===== src/rtl/fwd_hazard_ctrl.sv =====
// Forwarding-select and load-use hazard controller for a 5-stage in-order pipeline.
// Tracks EX/MEM/WB producer state and derives operand-mux selects and the stall request.
module fwd_hazard_ctrl #(
    parameter int unsigned REG_AW = 4,
    parameter int unsigned CNT_W  = 16
) (
    input  logic              clk,
    input  logic              rst,
    input  logic              en,
    input  logic              flush,
    input  logic              id_valid,
    input  logic [REG_AW-1:0] id_rs1,
    input  logic [REG_AW-1:0] id_rs2,
    input  logic              id_use1,
    input  logic              id_use2,
    input  logic [REG_AW-1:0] id_rd,
    input  logic              id_wr,
    input  logic              id_load,
    output logic [1:0]        fwd_a_sel,
    output logic [1:0]        fwd_b_sel,
    output logic              stall,
    output logic [CNT_W-1:0]  stall_cnt
);

    localparam logic [1:0] SEL_RF  = 2'b00;
    localparam logic [1:0] SEL_MEM = 2'b10;
    localparam logic [1:0] SEL_WB  = 2'b01;

    // EX stage entry
    logic              r_ex_valid;
    logic [REG_AW-1:0] r_ex_rs1;
    logic [REG_AW-1:0] r_ex_rs2;
    logic              r_ex_use1;
    logic              r_ex_use2;
    logic [REG_AW-1:0] r_ex_rd;
    logic              r_ex_wr;
    logic              r_ex_load;

    // MEM stage entry
    logic              r_mem_valid;
    logic [REG_AW-1:0] r_mem_rd;
    logic              r_mem_wr;
    logic              r_mem_load;

    // WB stage entry
    logic              r_wb_valid;
    logic [REG_AW-1:0] r_wb_rd;
    logic              r_wb_wr;

    logic [CNT_W-1:0]  r_stall_cnt;

    logic              w_mem_fwd_ok;
    logic              w_wb_fwd_ok;
    logic              w_hit_rs1;
    logic              w_hit_rs2;
    logic              w_ex_is_load_dst;
    logic              w_stall;
    logic              w_cnt_sat;

    function automatic logic [1:0] fwd_sel(
        input logic              ex_valid,
        input logic              use_src,
        input logic [REG_AW-1:0] src,
        input logic              mem_ok,
        input logic [REG_AW-1:0] mem_rd,
        input logic              wb_ok,
        input logic [REG_AW-1:0] wb_rd
    );
        logic [1:0] sel;
        sel = SEL_RF;
        if (ex_valid && use_src && (src != '0)) begin
            // Youngest producer (EX/MEM) wins over the older MEM/WB one.
            if (mem_ok && (mem_rd == src))
                sel = SEL_MEM;
            else if (wb_ok && (wb_rd == src))
                sel = SEL_WB;
        end
        return sel;
    endfunction

    // A load in MEM has no result yet on the EX/MEM path, so it never forwards from there.
    assign w_mem_fwd_ok = r_mem_valid && r_mem_wr && !r_mem_load;
    assign w_wb_fwd_ok  = r_wb_valid && r_wb_wr;

    always_comb begin
        fwd_a_sel = fwd_sel(r_ex_valid, r_ex_use1, r_ex_rs1,
                            w_mem_fwd_ok, r_mem_rd, w_wb_fwd_ok, r_wb_rd);
        fwd_b_sel = fwd_sel(r_ex_valid, r_ex_use2, r_ex_rs2,
                            w_mem_fwd_ok, r_mem_rd, w_wb_fwd_ok, r_wb_rd);
    end

    assign w_ex_is_load_dst = r_ex_valid && r_ex_load && r_ex_wr && (r_ex_rd != '0);
    assign w_hit_rs1        = id_use1 && (id_rs1 == r_ex_rd);
    assign w_hit_rs2        = id_use2 && (id_rs2 == r_ex_rd);
    assign w_stall          = id_valid && w_ex_is_load_dst && (w_hit_rs1 || w_hit_rs2) && !flush;
    assign w_cnt_sat        = (r_stall_cnt == '1);

    assign stall     = w_stall;
    assign stall_cnt = r_stall_cnt;

    always_ff @(posedge clk or posedge rst) begin
        if (rst) begin
            r_ex_valid  <= 1'b0;
            r_ex_rs1    <= '0;
            r_ex_rs2    <= '0;
            r_ex_use1   <= 1'b0;
            r_ex_use2   <= 1'b0;
            r_ex_rd     <= '0;
            r_ex_wr     <= 1'b0;
            r_ex_load   <= 1'b0;
            r_mem_valid <= 1'b0;
            r_mem_rd    <= '0;
            r_mem_wr    <= 1'b0;
            r_mem_load  <= 1'b0;
            r_wb_valid  <= 1'b0;
            r_wb_rd     <= '0;
            r_wb_wr     <= 1'b0;
            r_stall_cnt <= '0;
        end else if (en) begin
            r_wb_valid  <= r_mem_valid;
            r_wb_rd     <= r_mem_rd;
            r_wb_wr     <= r_mem_wr;

            // A flush also kills the instruction leaving EX this cycle.
            r_mem_valid <= r_ex_valid && !flush;
            r_mem_rd    <= r_ex_rd;
            r_mem_wr    <= r_ex_wr;
            r_mem_load  <= r_ex_load;

            r_ex_valid  <= id_valid && !w_stall && !flush;
            r_ex_rs1    <= id_rs1;
            r_ex_rs2    <= id_rs2;
            r_ex_use1   <= id_use1;
            r_ex_use2   <= id_use2;
            r_ex_rd     <= id_rd;
            r_ex_wr     <= id_wr;
            r_ex_load   <= id_load;

            if (w_stall && !w_cnt_sat)
                r_stall_cnt <= r_stall_cnt + 1'b1;
        end
    end

endmodule


===== config.mk =====
export PLATFORM = sky130hd
export DESIGN_NAME = fwd_hazard_ctrl
export DESIGN_NICKNAME = d
export VERILOG_FILES = /design/src/rtl/fwd_hazard_ctrl.sv
export SDC_FILE = /design/constraint.sdc
export NUM_CORES = 1
export LEC_CHECK = 0
export CORE_ASPECT_RATIO = 1.25
export CORE_MARGIN = 2
export CORE_UTILIZATION = 56
export CTS_BUF_LIST = sky130_fd_sc_hd__clkbuf_16
export DETAILED_ROUTE_END_ITERATION = 10
export PLACE_DENSITY = 0.84
export SYNTH_ARGS = -nofsm -noshare
export SYNTH_HDL_FRONTEND = slang
export SYNTH_SLANG_ARGS = --single-unit

===== constraint.sdc =====
create_clock -name clk -period 4.9 [get_ports clk]
set_input_delay 0.98 -clock clk [delete_from_list [all_inputs] [get_ports clk]]
set_output_delay 0.98 -clock clk [all_outputs]
set_load 0.01 [all_outputs]

Word level (Yosys, flattened, before mapping)
Cells that the tools add are included.
{ "word_totals": {"regBits": 46, "elab_cells": 62} }
{ "classes": {"add_sub_neg": 1, "eq_ne": 7, "muxes": 6, "reduce_logical": 32} }
{ "op_table": {"columns": ["operator", "n"], "rows": [
  ["$eq 4x4->1", 6],
  ["$logic_and 1x1->1", 23],
  ["$add 16x1->16 const B", 1],
  ["$eq 16x16->1 const B", 1],
  ["$reduce_bool 4->1", 3],
  ["$mux 2", 4],
  ["$logic_not 1->1", 4],
  ["$mux 1", 2],
  ["$reduce_and 2->1", 1],
  ["$logic_or 1x1->1", 1]
]} }

Logic depth before layout (Yosys ltp)
{ "depth": {"ltp_word": 9, "depth_mapped": 7, "mapped_depth_nobuf": 6} }

Worst setup path after synthesis
OpenSTA, ideal clock, no wires.
{ "synth_timing": {"kind": "input port to output port", "from": "input id_rs2[2]", "to": "output stall", "arrival_ps": 2154, "required_time_ps": 3920, "path_slack_ps": 1766, "stages": 5, "path_buffers": 1, "cell_sequence": "xor2_1 a2111o_1 o22a_1 buf_2 nor2_1"} }
{ "synth_via": {"elab_chain_cells": 5} }
{ "synth_lines": {"columns": ["element", "line", "rtl"], "rows": [
  ["start: declaration", "13", "input logic [REG_AW-1:0] id_rs2,"],
  ["$eq 4x4->1", "94", "assign w_hit_rs2 = id_use2 && (id_rs2 == r_ex_rd);"],
  ["$logic_and 1x1->1", "94", null],
  ["$logic_or 1x1->1", "95", "assign w_stall = id_valid && w_ex_is_load_dst && (w_hit_rs1 || w_hit_rs2) && !flush;"],
  ["$logic_and 1x1->1 (2 in a row)", "95", null],
  ["end: declaration", "21", "output logic stall,"]
]} }
No other way between the ends.

Final worst setup path
{ "layout_timing": {"from": "input id_rs2[0]", "to": "output stall"} }
The elaborated chain is that of the path after synthesis.

==> flow_metrics.env <==
export IMPL_post_cts_resized=0
export IMPL_syn_nets=214
export IMPL_io_pins=42
export IMPL_min_path_type="reg2reg"
export IMPL_fmax_mhz=247
export IMPL_area_growth_pct=27.6
export IMPL_gp_congestion=0.784
export IMPL_ant_nets=0
export IMPL_synth_ff_latch_count=46
export IMPL_viasPerCell=5.48
export IMPL_synthDistinctLibCells=32
export IMPL_worst_slew_pin_slew_ps=707
export IMPL_p_per_area_mw_per_mm2=322
export IMPL_dpl_hpwl_mm=3.35
export IMPL_cp_required_ps=3920
export IMPL_yosysWarnings=0
export IMPL_track_usage_pct=23.1
export IMPL_antenna_found_initial=0
export IMPL_routedWlPerCell_um=16.3
export IMPL_setup_violations=0
export IMPL_fin_nets=260
export IMPL_slew_headroom_pct=52.8
export IMPL_crit_type="in2out"
export IMPL_max_cap_violations=0
export IMPL_grt_overflow=0
export IMPL_power_frac_seq_pct=47.2
export IMPL_finalHoldViolCount=0
export IMPL_portBuffers=41
export IMPL_p_int_mw=0.728
export IMPL_cts_htree_levels=2
export IMPL_async_flop_share_pct=100
export IMPL_antenna_cells=0
export IMPL_period_needed_ps=4060
export IMPL_power_leakage_nw=1.23
export IMPL_synth_top_cell_area_share_pct=49.5
export IMPL_cts_buffers=5
export IMPL_ys_top_cells_by_count="46 x dfrtp_1, 29 x mux2_2, 20 x xnor2_1, 16 x xor2_1, 13 x nand3_1"
export IMPL_power_frac_clock_pct=39.5
export IMPL_grt_max_degree=47
export IMPL_clock_latency_ps=290
export IMPL_clk_path_buf_depth=2
export IMPL_hold_buffers=0
export IMPL_ir_drop_mv=0.195
export IMPL_syn_avg_cell_area_um2=12.1
export IMPL_cts_setup_buffers=0
export IMPL_power_mw=0.955
export IMPL_power_switching_fraction_pct=23.8
export IMPL_path_cells="clkdlybuf4s50_1 -> nor2b_1 -> a2111o_1 -> o22a_1 -> buf_4 -> nor2_1 -> clkdlybuf4s50_1"
export IMPL_clk_pin_slew_worst_paths_ps=60
export IMPL_crit_fanout=16
export IMPL_post_route_drc_count=0
export IMPL_comb_power_share_pct=13.3
export IMPL_dr_pass1_iters=4
export IMPL_syn_area_mm2=0.00232
export IMPL_fin_tns_setup_ps=0
export IMPL_drt_wl_total_mm=4.81
export IMPL_synth_ff_type="dfrtp_1"
export IMPL_cp_end_kind="primary output"
export IMPL_slowest_delay_ps=560
export IMPL_cpMaxStageDelayCell="clkdlybuf4s50_1"
export IMPL_period_share_pct=82.8
export IMPL_slew_viol_final=0
export IMPL_fp_dieW_um=61.6
export IMPL_yosysMostFrequentCell="dfrtp_1"
export IMPL_yosys_area_top_type="dfrtp_1"
export IMPL_critPathArrivalTime_ps=3080
export IMPL_grt_first_pass_wirelength_mm=7.98
export IMPL_grt_pass1_vias=1667
export IMPL_cpMostUsedCell="clkdlybuf4s50_1"
export IMPL_initial_core_util_pct=57.6
export IMPL_seq_area_frac_synth_pct=49.5
export IMPL_startpoint_type="primary input"
export IMPL_core_area_mm2=0.00403
export IMPL_synth_area_top_cells="dfrtp_1 50%, mux2_2 14%, xnor2_1 7.5%"
export IMPL_rsz0062_at_grt="no"
export IMPL_clock_skew_ps=1.78
export IMPL_cts_root_buf="clkbuf_16"
export IMPL_p_switching_mw=0.227
export IMPL_die_area_mm2=0.00469
export IMPL_drive_above_1_share_pct=21.8
export IMPL_vias=1617
export IMPL_synth_edf_count=0
export IMPL_core_rowCount=26
export IMPL_cpLargestDelayFamily="buffers and inverters"
export IMPL_syn_inst=192
export IMPL_fp_dieH_um=76.0
export IMPL_cts_tree="done"
export IMPL_drt_initial_drc_count=69
export IMPL_outcome="finished clean"
export IMPL_cp_num_buf_inv=3
export IMPL_numClockSinks=46
layout by cell type (no fill, tap or decap), types with 3 or more instances in the layout:
| cell | n |
|---|---|
| xor2_1 | 16 |
| nor3_2 | 10 |
| xnor2_1 | 20 |
| mux2_2 | 29 |
| nor3_1 | 3 |
| clkbuf_16 | 5 |
| nor4_1 | 5 |
| nand2_1 | 7 |
| nor2_1 | 5 |
| nand3_1 | 13 |
| dfrtp_1 | 46 |
| nand4_1 | 4 |
| clkdlybuf4s50_1 | 41 |
| and3_1 | 3 |
| nor2b_1 | 3 |
| buf_4 | 3 |
state kept, by name, summed over array words and instances (netlist names), 4 cells and up:
signal	flops
r_ex_rs1	4
r_ex_rd	4
r_mem_rd	4
stall_cnt	16
r_wb_rd	4
r_ex_rs2	4
per-layer routing:
layer	global-route usage, %	wire [µm]	vias to the layer above
met3	4.41	137	13
met2	36.0	2410	38
met5	0	0	-
met4	12.3	153	0
met1	29.6	2110	788
li1	-	-	778
cell families (layout without fill, tap and decap cells):
| group | Yosys count | count (layout) | share of synthesized area (%) |
|---|---|---|---|
| simple gates | 65 | 65 | 17.9 |
| flops | 46 | 46 | 49.5 |
| xor+xnor | 36 | 36 | 13.6 |
| mux | 29 | 29 | 14.0 |
| buf+inv | 8 | 55 | 1.67 |
| compound gates | 7 | 7 | 2.80 |
| fa+ha+maj | 1 | 1 | 0.538 |
power by group through the flow:
stage               registers, mW  logic, mW  clock network (mW)
finish                      0.451      0.127               0.378
global route                0.457      0.140               0.392
CTS                         0.451      0.128               0.383
detailed placement          0.458      0.128                   0
global placement            0.457      0.123                   0
floorplan                   0.446     0.0916                   0
final timing paths:
check | start | to | slack [ps] | cells after the start
max | id_rs2[0] | stall | 840 | 7
min | stall_cnt[15] | stall_cnt[15] | 500 | 1
max reg2reg | r_ex_rd[2] | stall_cnt[1] | 2470 | 5
min reg2reg | stall_cnt[15] | stall_cnt[15] | 500 | 1
max in group asynchronous | rst | stall_cnt[14] | 3350 | 3
min in group asynchronous | rst | stall_cnt[2] | 1150 | 3
layout make-up:
cell class | instances | area (µm²)
Timing Repair Buffer | 44 | 433
Inverter | 3 | 11.3
Multi-Input combinational cell | 138 | 1130
Fill cell | 311 | 1070
Clock buffer | 5 | 125
Sequential cell | 46 | 1150
Clock inverter | 3 | 40.0
Tap cell | 56 | 70.1
per-stage QoR:
step | cells | hold WS (ps) | util, % | worst slack, ps | area, µm²
6_report | 295 | 499 | 73.5 | 844 | 2970
5_1_grt | 295 | 520 | 73.5 | 740 | 2970
4_1_cts | 295 | 500 | 73.5 | 835 | 2970
3_5_place_dp | 287 | 482 | 69.4 | 844 | 2800
3_3_place_gp | 287 | 476 | 69.4 | 886 | 2800
2_1_floorplan | 192 | 471 | - | 1770 | 2320
Note: power is estimated with default switching activity, not from simulation.
